File: src/rtl/io_arbiter_pkg.sv
// Shared IO defines: bus widths, sequencer state encoding and sel_io direction codes.
package io_arbiter_pkg;

  localparam int DATA_W = 8;
  localparam int PORT_W = 4;
  localparam int CNT_W  = 4;

  // sel_io coding, shared with the requesters' rw inputs
  localparam logic IO_READ  = 1'b0;
  localparam logic IO_WRITE = 1'b1;

  typedef enum logic [1:0] {
    S_IDLE  = 2'd0,
    S_ISSUE = 2'd1,
    S_WAIT  = 2'd2,
    S_DONE  = 2'd3
  } io_state_t;

endpackage

File: src/rtl/io_arbiter_rr_arb2.sv
// Two-way round-robin arbiter: on a tie, grants the requester that did not win last.
module rr_arb2 (
  input  logic       clk,
  input  logic       reset,
  input  logic [1:0] req,
  input  logic       en,
  output logic [1:0] gnt
);

  logic last;

  always_comb begin
    gnt = 2'b00;
    case (req)
      2'b01:   gnt = 2'b01;
      2'b10:   gnt = 2'b10;
      2'b11:   gnt = last ? 2'b01 : 2'b10;
      default: gnt = 2'b00;
    endcase
  end

  // NOTE: non-blocking assignment for state so every flop samples pre-edge values.
  always_ff @(posedge clk or negedge reset) begin
    if (!reset) begin
      last <= 1'b1;
    end else if (en && (req != 2'b00)) begin
      last <= gnt[1];
    end
  end

endmodule

File: src/rtl/io_arbiter.sv
// Two-requester round-robin sequencer driving the IO block strobes; reads return
// in_data captured RD_LAT cycles after the IO sampling edge.
module io_arbiter
  import io_arbiter_pkg::*;
#(
  parameter int RD_LAT = 1
) (
  input  logic              clk,
  input  logic              reset,
  input  logic              req0,
  input  logic              req1,
  input  logic              rw0,
  input  logic              rw1,
  input  logic [PORT_W-1:0] port0,
  input  logic [PORT_W-1:0] port1,
  input  logic [DATA_W-1:0] wdata0,
  input  logic [DATA_W-1:0] wdata1,
  output logic              ack0,
  output logic              ack1,
  output logic [DATA_W-1:0] rdata,
  output logic              busy,
  output logic [1:0]        grant,
  output logic              io_enable,
  output logic              sel_io,
  output logic [PORT_W-1:0] sel_p,
  output logic [DATA_W-1:0] out_data,
  input  logic [DATA_W-1:0] in_data
);

  if (RD_LAT < 1 || RD_LAT > 15) begin : g_bad_rd_lat
    $error("io_arbiter: RD_LAT=%0d outside legal range 1..15", RD_LAT);
  end

  localparam logic [CNT_W-1:0] LAST_CNT = CNT_W'(RD_LAT - 1);

  io_state_t        state;
  logic [CNT_W-1:0] cnt;
  logic [1:0]       gnt;

  rr_arb2 u_rr_arb2 (
    .clk   (clk),
    .reset (reset),
    .req   ({req1, req0}),
    .en    (state == S_IDLE),
    .gnt   (gnt)
  );

  assign busy = (state != S_IDLE);

  // sel_io/sel_p/out_data double as the latched transaction registers.
  always_ff @(posedge clk or negedge reset) begin
    if (!reset) begin
      state     <= S_IDLE;
      cnt       <= '0;
      grant     <= 2'b00;
      ack0      <= 1'b0;
      ack1      <= 1'b0;
      io_enable <= 1'b0;
      sel_io    <= IO_READ;
      sel_p     <= '0;
      out_data  <= '0;
      rdata     <= '0;
    end else begin
      case (state)
        S_IDLE: begin
          if (gnt != 2'b00) begin
            grant     <= gnt;
            sel_io    <= gnt[0] ? rw0    : rw1;
            sel_p     <= gnt[0] ? port0  : port1;
            out_data  <= gnt[0] ? wdata0 : wdata1;
            io_enable <= 1'b1;
            state     <= S_ISSUE;
          end
        end
        S_ISSUE: begin
          io_enable <= 1'b0;
          if (sel_io == IO_WRITE) begin
            {ack1, ack0} <= grant;
            state        <= S_DONE;
          end else begin
            cnt   <= '0;
            state <= S_WAIT;
          end
        end
        S_WAIT: begin
          if (cnt == LAST_CNT) begin
            rdata        <= in_data;
            {ack1, ack0} <= grant;
            state        <= S_DONE;
          end else begin
            cnt <= cnt + 1'b1;
          end
        end
        S_DONE: begin
          ack0  <= 1'b0;
          ack1  <= 1'b0;
          grant <= 2'b00;
          state <= S_IDLE;
        end
        default: state <= S_IDLE;
      endcase
    end
  end

endmodule
File: config.mk
export PLATFORM = sky130hd
export DESIGN_NAME = io_arbiter
export DESIGN_NICKNAME = d
export VERILOG_FILES = /design/src/rtl/io_arbiter_pkg.sv /design/src/rtl/io_arbiter_rr_arb2.sv /design/src/rtl/io_arbiter.sv
export SDC_FILE = /design/constraint.sdc
export NUM_CORES = 1
export LEC_CHECK = 0
export CAP_MARGIN = 25
export CORE_AREA = 2 2 65 67
export DETAILED_ROUTE_END_ITERATION = 8
export DIE_AREA = 0 0 67 69
export PLACE_DENSITY_LB_ADDON = 0.25
export SYNTH_ARGS = -nofsm -noshare
export SYNTH_HDL_FRONTEND = slang
export SYNTH_SLANG_ARGS = --single-unit
File: constraint.sdc
create_clock -name clk -period 2.6 [get_ports clk]
set_clock_uncertainty 0.05 [all_clocks]
set_input_delay 0.26 -clock clk [delete_from_list [all_inputs] [get_ports clk]]
set_output_delay 0.26 -clock clk [all_outputs]
set_load 0.02 [all_outputs]
==> metrics.csv, run 1 <==
stage,metric,value,unit
status,outcome,completed,
clock_tree,post_cts resized,0,
final_layout,register area,827,µm²
sta,Least-Margin Pin Slew,0.907,ns
run,max cap viols,0,
clock_tree,CTS tree,done,
sta,Final Critical Period,2.19,ns
power_and_ir_drop,pwr dens,1110,nW/µm²
critical_path,Worst Setup Start Kind,flip-flop,
logic_synthesis,sequential-to-total area share from yosys stat,52.4,%
routing,initial DRC count,45,
global_route,GRT Resource Usage Total,17.9,%
sta,setup TNS,0,ns
routing,Final ANT Viol Nets,0,
logic_synthesis,Post-Syn Area per Cell,12.1,µm²
final_layout,Multi-input gate area,693,µm²
global_route,M3 GR Usage,6.36,%
logic_synthesis,"flops & latches, synth",33,
global_route,M2 GR Usage,30.7,%
sta,RSZ-0062 raised after global routing,no,
power_and_ir_drop,Psw,975,µW
floorplan,Ports,65,
sta,Hold Fails Final Rpt,0,
place,IO Port Bufs,64,
sta,Fin Hold WS,0.319,ns
routing,DR vias,1264,
final_layout,"commonest non-fill, non-tap cell in the layout",clkdlybuf4s50_1,
floorplan,Initial Utilization,40.3,%
logic_synthesis,Ys Warns,0,
place,GPL Wtd Cong,0.738,
final_layout,antenna cell count,0,
power_and_ir_drop,Pint,1.64,mW
clock_tree,Post-CTS Setup Bufs,0,
final_layout,area grow syn2layout,48.9,%
place,Inst Count DP,241,
worst_hold_path,Hold Path Class,primary input to async pin,
critical_path,crit-path max FO,7,
final_layout,most frequent cells in the layout,"64 x clkdlybuf4s50_1, 32 x dfrtp_1, 13 x a221o_1, 10 x inv_1, 10 x and2_0",
final_layout,Layout Nets,242,
power_and_ir_drop,Clock power frac,13.9,%
critical_path,Worst setup EP type,output port,
critical_path,WS Path Type,flip-flop to output port,
routing,total iterations of the first detailed-routing run,3,
clock_tree,CTS Root Cell,clkbuf_8,
final_layout,layout cell share with drive strength beyond 1,10.6,%
global_route,first-pass GRT wire length,6.39,mm
clock_tree,TritonCTS Sinks,33,
sta,slew margin rel.,39.3,%
final_layout,# fillers,358,
floorplan,area of the die,4620,µm²
global_route,GRT busiest layer,met2,
logic_synthesis,Gate Count Post-Synth,130,
floorplan,CORE AREA,3910,µm²
routing,Vias/cell,5.08,
routing,drt drc,0,
logic_synthesis,syn_nets,174,
critical_path,Worst EP arrival,1.88,ns
floorplan,chip height,69,µm
critical_path,required time of the worst setup path,2.29,ns
logic_synthesis,count of cell types in the netlist,33,
clock_tree,worst skew pair latency,0.28,ns
routing,DRT Wirelength,3.72,mm
sta,Max Fclk,0.456,GHz
power_and_ir_drop,Gate power share,53.0,%
clock_tree,CTS Buf Count,5,
global_route,global route total overflow,0,
sta,final setup vio count,0,
final_layout,fin cells,249,
global_route,largest net degree at the start of global routing,34,
routing,Routed WL per cell,14.9,µm
logic_synthesis,Synth Cell Area,1580,µm²
floorplan,Die W,67,µm
floorplan,number of cell rows,23,
sta,final slew viol count,0,
sta,Tcrit/Tclk final,84.4,%
clock_tree,"Clk pin slew, worst setup/hold paths",0.07,ns
global_route,vias in the first global route,1420,
place,DP Wirelength,2.86,mm
global_route,GRT met1 Usage,20.4,%
power_and_ir_drop,leakage,0.988,nW
power_and_ir_drop,sw frac,37.3,%
clock_tree,H-Tree Level Count,2,
power_and_ir_drop,sequential fraction of design power,33.1,%
clock_tree,hold_buf cts,0,
clock_tree,clk buf depth,2,
global_route,antenna violations before repair,0,
power_and_ir_drop,Max VDD drop,558,µV
power by group through the flow:
| stage | logic [mW] | registers, mW | clock network, mW |
|---|---|---|---|
| global placement | 1.36 | 0.859 | 0 |
| CTS | 1.41 | 0.867 | 0.373 |
| finish | 1.39 | 0.864 | 0.364 |
| global route | 1.50 | 0.894 | 0.406 |
| floorplan | 0.618 | 1.07 | 0 |
| detailed placement | 1.41 | 0.868 | 0 |
sequential cells by signal, indices dropped and copies added (netlist names):
signal and count:
sel_p 4, sel_io 1, io_enable 1, state 2
out_data 8, u_rr_arb2.last 1, ack0 1, ack1 1
cnt 4, grant 2, rdata 8
per-stage QoR:
step                area [µm²]  worst slack (ns)  power, mW  util, %
finish                    2350             0.406       2.61     60.1
global route              2350             0.323       2.80     60.1
CTS                       2350             0.406       2.65     60.1
detailed placement        2270             0.485       2.27     58.0
global placement          2270             0.587       2.22     58.0
floorplan                 1580             0.815       1.69        -
routing by layer:
metal / wire [µm] / share of wire, % / vias to the layer above
met5: 0 / 0 / -
met4: 63 / 1.7 / 0
met3: 232 / 6.2 / 8
met2: 1930 / 52 / 38
met1: 1490 / 40 / 609
li1: - / - / 609
synth_stat cells:
master	count	area, µm²
nand4_1	1	6.26
mux2_1	2	22.5
clkbuf_1	1	3.75
o211a_1	1	10.0
nand3_1	3	15.0
inv_1	10	37.5
nor2_1	3	11.3
nor3b_2	1	12.5
a221oi_4	1	26.3
buf_2	2	10.0
nor2b_1	4	25.0
a2111o_1	1	11.3
and2_1	5	31.3
a2bb2oi_1	1	8.76
or3_1	1	6.26
dfstp_2	1	26.3
and2_0	10	62.6
nand2_1	5	18.8
o31ai_1	1	7.51
a22o_1	1	8.76
a221o_1	13	130
dfrtp_1	32	801
o311ai_0	1	8.76
buf_4	1	7.51
o21ai_1	1	5.00
a21oi_1	3	15.0
ha_1	6	75.1
or3b_4	1	11.3
o2bb2ai_1	3	26.3
xor2_1	1	8.76
and4bb_1	1	12.5
mux2_2	9	101
o21ai_0	3	15.0
final timing paths:
check | cells past startpoint | from | to | slack [ns]
worst max register to register | 5 | state[0] | out_data[0] | 0.49
worst min register to register | 2 | u_rr_arb2.last | u_rr_arb2.last | 0.43
max in group asynchronous | 2 | reset | u_rr_arb2.last | 1.84
worst min-delay path | 2 | reset | ack0 | 0.32
worst max-delay path | 4 | state[0] | busy | 0.41
min in group clk | 2 | u_rr_arb2.last | u_rr_arb2.last | 0.43
worst max-delay path, cell delays in order, from the launching register on:
cell and delay [ns]:
dfrtp_1 0.41, inv_1 0.11, ha_1 0.30, inv_1 0.15, clkdlybuf4s50_1 0.63
layout make-up:
type                       instances  area share [%]
tap                               50            2.66
clock buffer                       6            3.09
clock inverter                     2           0.426
multi-input combinational         83            29.5
sequential                        33            35.2
timing repair buffer              65            27.6
inverter                          10            1.60
logic make-up (layout without fill, tap and decap cells):
family	after synthesis	in the layout	share of synthesized area, %
XOR/XNOR	1	1	0.555
adder cells (fa/ha/maj)	6	6	4.75
flip-flops	33	33	52.4
AO/OA/AOI/OAI	30	30	17.3
AND/OR/NAND/NOR	35	35	13.5
multiplexers	11	11	7.84
buffers and inverters	14	83	3.72
(Power assumes the default switching activity.)
==> run 2, diff against run 1 <==
==> constraint.sdc (replaced) <==
create_clock -name clk -period 2.14 [get_ports clk]
set_clock_uncertainty 0.05 [all_clocks]
set_input_delay 0.214 -clock clk [delete_from_list [all_inputs] [get_ports clk]]
set_output_delay 0.214 -clock clk [all_outputs]
set_load 0.02 [all_outputs]
==> run 2 against run 1 <==
Against the previous run: die area is the same; routed wire length grew 2.4%; critical endpoint is now rdata[7]; highest routed layer unchanged; via count rose by 0.55%; final cell count grew 0.80%; sequential cell count unchanged.
==> metrics.csv, run 2 (same netlist as run 1, synthesis figures left out) <==
stage,metric,value,unit
status,outcome,completed,
sta,final setup vio count,0,
sta,Hold Fails Final Rpt,0,
routing,Final ANT Viol Nets,0,
clock_tree,TritonCTS Sinks,33,
final_layout,Layout Nets,244,
clock_tree,CTS Root Cell,clkbuf_8,
critical_path,Worst R2R Path Depth,4,
run,max cap viols,0,
power_and_ir_drop,Gate power share,52.5,%
power_and_ir_drop,Psw,1.20,mW
final_layout,antenna cell count,0,
worst_hold_path,Hold Path Class,primary input to async pin,
power_and_ir_drop,leakage,1.01,nW
place,Inst Count DP,243,
routing,drt drc,0,
routing,Routed WL per cell,15.2,µm
clock_tree,"Clk pin slew, worst setup/hold paths",0.06,ns
final_layout,# fillers,355,
final_layout,layout cell share with drive strength beyond 1,12.9,%
clock_tree,H-Tree Level Count,2,
critical_path,Worst setup EP type,flip-flop,
global_route,vias in the first global route,1346,
final_layout,biggest registers after layout,"out_data: 8 flops, rdata: 8 flops",
floorplan,Die W,67,µm
final_layout,final core occ,61.1,%
global_route,antenna violations before repair,0,
critical_path,R2R Setup Slk,0.18,ns
sta,Max Fclk,0.509,GHz
power_and_ir_drop,pwr dens,1370,nW/µm²
global_route,GRT Resource Usage Total,17.7,%
power_and_ir_drop,total power,3.27,mW
sta,Least-Margin Pin Slew,0.561,ns
floorplan,area of the die,4620,µm²
floorplan,CORE AREA,3910,µm²
sta,Final Critical Period,1.96,ns
critical_path,Critical R2R Capture,rdata[7],
power_and_ir_drop,Pint,2.06,mW
floorplan,number of cell rows,23,
final_layout,register area,827,µm²
sta,setup TNS,0,ns
clock_tree,CTS tree,done,
global_route,global route total overflow,0,
sta,final worst slack,0.176,ns
clock_tree,clk buf depth,2,
final_layout,Multi-input gate area,699,µm²
power_and_ir_drop,sequential fraction of design power,32.1,%
routing,total iterations of the first detailed-routing run,4,
critical_path,FF-to-FF Start,state[0],
power_and_ir_drop,Max VDD drop,628,µV
floorplan,Initial Utilization,40.3,%
floorplan,Ports,65,
floorplan,chip height,69,µm
power_and_ir_drop,Clock power frac,15.4,%
place,DP Wirelength,2.90,mm
place,GPL Wtd Cong,0.726,
sta,RSZ-0062 raised after global routing,no,
place,IO Port Bufs,64,
routing,DRT Wirelength,3.81,mm
global_route,largest net degree at the start of global routing,34,
routing,initial DRC count,32,
critical_path,Worst EP arrival,2.08,ns
sta,Tcrit/Tclk final,91.8,%
clock_tree,hold_buf cts,0,
routing,DR vias,1271,
sta,slew margin rel.,62.6,%
final_layout,area grow syn2layout,51.3,%
sta,final slew viol count,0,
routing,Vias/cell,5.06,
critical_path,crit-path max FO,10,
global_route,first-pass GRT wire length,6.21,mm
final_layout,most frequent cells in the layout,"63 x clkdlybuf4s50_1, 32 x dfrtp_1, 13 x a221o_1, 10 x inv_1, 10 x and2_0",
clock_tree,worst skew pair latency,0.28,ns
critical_path,WS Path Type,flip-flop to flip-flop,
final_layout,fin cells,251,
critical_path,Worst Setup Start Kind,flip-flop,
critical_path,required time of the worst setup path,2.26,ns
place,pre-CTS worst setup slack,0.0644,ns
clock_tree,Post-CTS Setup Bufs,0,
final_layout,"commonest non-fill, non-tap cell in the layout",clkdlybuf4s50_1,
power_and_ir_drop,sw frac,36.9,%
clock_tree,CTS Buf Count,5,
-- run 2: cell types whose count changed in the layout (fill, tap and decap cells not counted), sizes merged --
cell and change:
clkinv -1, buf +2, clkdlybuf4s50 -1, dlygate4sd2 +1
clkbuf +1
-- run 2: cell type report --
type / count / share of cell area (%)
Tap cell: 50 / 2.62
Sequential cell: 33 / 34.6
Clock buffer: 7 / 4.03
Timing Repair Buffer: 67 / 27.7
Clock inverter: 1 / 0.209
Multi-Input combinational cell: 83 / 29.3
Inverter: 10 / 1.57
-- run 2: worst max-delay path by stage --
stage / start / endpoint / slack, ns / cells after the start
after floorplan: state[0] / cnt[1] / 0.36 / 6
after CTS: state[0] / out_data[2] / 0.06 / 5
final: state[0] / rdata[7] / 0.18 / 4
after detailed placement: state[0] / out_data[3] / 0.06 / 5
after global routing: state[0] / rdata[6] / 0.06 / 4
after global placement: state[0] / out_data[6] / 0.17 / 5
-- run 2: layer usage --
layer  track usage (%)  wire [µm]  vias to the layer above
met2              28.3       1930                       42
li1                  -          -                      609
met3              4.08        175                        9
met5                 0          0                        -
met1              22.6       1630                      611
met4              7.48         78                        0
-- run 2: power by group through the flow --
| stage | registers (mW) | logic, mW | clock network [mW] |
|---|---|---|---|
| floorplan | 1.30 | 0.751 | 0 |
| global placement | 1.04 | 1.66 | 0 |
| detailed placement | 1.05 | 1.73 | 0 |
| CTS | 1.05 | 1.73 | 0.514 |
| global route | 1.08 | 1.84 | 0.543 |
| finish | 1.05 | 1.72 | 0.504 |
-- run 2: metrics by stage --
| stage | instance area [µm²] | hold slack, ns |
|---|---|---|
| detailed placement | 2280 | 0.412 |
| floorplan | 1580 | -0.132 |
| global placement | 2280 | 0.406 |
| global route | 2390 | 0.325 |
| finish | 2390 | 0.286 |
| CTS | 2380 | 0.305 |
-- run 2: critical path: stages, from the launching register on --
cell      delay [ns]
dfrtp_1         0.42
inv_1           0.13
ha_1            0.34
and4bb_1        0.52
mux2_2          0.39
-- run 2: timing repair --
action                     4_1_cts  5_1_grt
setup endpoints to repair        1       13
gates cloned                     0        0
gates resized for setup          1        2
==> run 3, diff against run 2 <==
--- a/config.mk
+++ b/config.mk
@@ -6,9 +6,10 @@
 export NUM_CORES = 1
 export LEC_CHECK = 0
 export CAP_MARGIN = 25
-export CORE_AREA = 2 2 65 67
+export CORE_AREA = 2 2 63 65
+export CTS_BUF_LIST = sky130_fd_sc_hd__clkbuf_4 sky130_fd_sc_hd__clkbuf_8
 export DETAILED_ROUTE_END_ITERATION = 8
-export DIE_AREA = 0 0 67 69
+export DIE_AREA = 0 0 65 67
 export PLACE_DENSITY_LB_ADDON = 0.25
 export SYNTH_ARGS = -nofsm -noshare
 export SYNTH_HDL_FRONTEND = slang
==> run 3 against run 2 <==
Against the previous run: setup slack better by 0.019 ns; global-route usage up 1.0 points; routed wire length fell by 4.0%; worst hold slack worse by 0.0013 ns; die area is 5.8% lower; sequential power hardly changed; critical path type unchanged.
==> metrics.csv, run 3 (same netlist as run 1, synthesis figures left out) <==
stage,metric,value,unit
power_and_ir_drop,total power,3.19,mW
power_and_ir_drop,Pint,2.00,mW
sta,RSZ-0062 raised after global routing,no,
floorplan,chip height,67,µm
critical_path,required time of the worst setup path,2.25,ns
sta,Tcrit/Tclk final,90.9,%
global_route,largest net degree at the start of global routing,34,
place,DP Wirelength,2.81,mm
routing,drt drc,0,
sta,Max Fclk,0.514,GHz
clock_tree,worst skew pair latency,0.28,ns
clock_tree,"Clk pin slew, worst setup/hold paths",0.07,ns
routing,Final ANT Viol Nets,0,
power_and_ir_drop,sw frac,37.3,%
place,Placed Area,2270,µm²
sta,slew margin rel.,44.1,%
sta,final slew viol count,0,
critical_path,WS Path Type,flip-flop to flip-flop,
clock_tree,CTS tree,done,
floorplan,number of cell rows,22,
place,GPL Wtd Cong,0.783,
final_layout,most frequent cells in the layout,"63 x clkdlybuf4s50_1, 32 x dfrtp_1, 13 x a221o_1, 10 x inv_1, 10 x and2_0",
clock_tree,hold_buf cts,0,
place,IO Port Bufs,64,
clock_tree,H-Tree Level Count,2,
global_route,GRT Resource Usage Total,18.7,%
final_layout,"commonest non-fill, non-tap cell in the layout",clkdlybuf4s50_1,
final_layout,# fillers,275,
global_route,global route total overflow,0,
critical_path,Worst setup EP type,flip-flop,
global_route,antenna violations before repair,0,
floorplan,Die W,65,µm
sta,setup TNS,0,ns
sta,Final Critical Period,1.95,ns
run,max cap viols,0,
worst_hold_path,Hold Path Class,primary input to async pin,
power_and_ir_drop,Clock power frac,14.3,%
sta,Least-Margin Pin Slew,0.832,ns
floorplan,CORE AREA,3610,µm²
routing,DR vias,1280,
floorplan,area of the die,4360,µm²
critical_path,Worst EP arrival,2.06,ns
routing,Vias/cell,5.16,
critical_path,crit-path max FO,10,
final_layout,Final Cell Area,2360,µm²
power_and_ir_drop,Psw,1.19,mW
global_route,first-pass GRT wire length,6.22,mm
power_and_ir_drop,Max VDD drop,581,µV
routing,DRT Wirelength,3.66,mm
final_layout,antenna cell count,0,
routing,initial DRC count,54,
critical_path,Worst Setup Start Kind,flip-flop,
power_and_ir_drop,Gate power share,53.0,%
routing,Routed WL per cell,14.7,µm
sta,Hold Fails Final Rpt,0,
status,outcome,completed,
floorplan,Initial Utilization,43.8,%
final_layout,biggest registers after layout,"out_data: 8 flops, rdata: 8 flops",
final_layout,Layout Nets,243,
global_route,vias in the first global route,1391,
place,Inst Count DP,240,
clock_tree,CTS Buf Count,5,
routing,total iterations of the first detailed-routing run,4,
sta,final setup vio count,0,
clock_tree,clk buf depth,2,
clock_tree,CTS Root Cell,clkbuf_8,
final_layout,layout cell share with drive strength beyond 1,12.0,%
final_layout,final core occ,65.6,%
final_layout,area grow syn2layout,49.8,%
power_and_ir_drop,sequential fraction of design power,32.8,%
final_layout,fin cells,248,
power_and_ir_drop,leakage,0.996,nW
clock_tree,Post-CTS Setup Bufs,0,
power_and_ir_drop,pwr dens,1350,nW/µm²
clock_tree,TritonCTS Sinks,33,
floorplan,Ports,65,
==> run 3: power by group through the flow <==
stage	Clock, mW	Sequential, mW	Combinational, mW
after floorplan	0	1.30	0.751
after CTS	0.464	1.05	1.71
after global placement	0	1.04	1.66
after detailed placement	0	1.05	1.71
after global routing	0.503	1.08	1.83
final	0.454	1.04	1.69
==> run 3: per-stage QoR <==
| step | hold WS [ns] | setup slack, ns |
|---|---|---|
| finish | 0.285 | 0.195 |
| floorplan | -0.132 | 0.355 |
| global placement | 0.409 | 0.184 |
| CTS | 0.309 | 0.00639 |
| detailed placement | 0.415 | 0.0789 |
| global route | 0.331 | 0.0748 |
==> run 3: final timing paths <==
kind	start	endpoint	slack, ns	cells past startpoint
setup / recovery	state[0]	rdata[0]	0.19	4
hold / removal	reset	cnt[1]	0.28	2
setup reg to reg	state[0]	rdata[0]	0.19	4
hold reg to reg	u_rr_arb2.last	u_rr_arb2.last	0.42	2
max in group asynchronous	reset	u_rr_arb2.last	1.42	2
min in group clk	u_rr_arb2.last	u_rr_arb2.last	0.42	2
==> run 3: layer usage <==
| metal | GRT usage [%] | vias to the layer above | wire (µm) |
|---|---|---|---|
| met5 | 0 | - | 0 |
| met4 | 4.79 | 0 | 46 |
| met3 | 6.59 | 6 | 301 |
| met2 | 32.9 | 53 | 1850 |
| met1 | 21.7 | 608 | 1450 |
| li1 | - | 613 | - |
==> run 3: layout make-up <==
type | instances | area (µm²) | share of cell area (%)
clock buffer | 5 | 68.8 | 2.91
clock inverter | 3 | 17.5 | 0.741
inverter | 10 | 37.5 | 1.59
multi-input combinational | 83 | 696 | 29.4
sequential | 33 | 827 | 35.0
tap | 48 | 60.1 | 2.54
timing repair buffer | 66 | 658 | 27.8
==> run 3: timing repair <==
item | in CTS | in global routing
resized for setup | 0 | 2
setup endpoints to repair | 0 | 14
endpoints found under the hold margin | 0 | 0
==> run 3: critical path: stages (launching register included) <==
cell and delay (ns):
dfrtp_1 0.41, inv_1 0.13, ha_1 0.34, and4bb_1 0.51, mux2_2 0.39
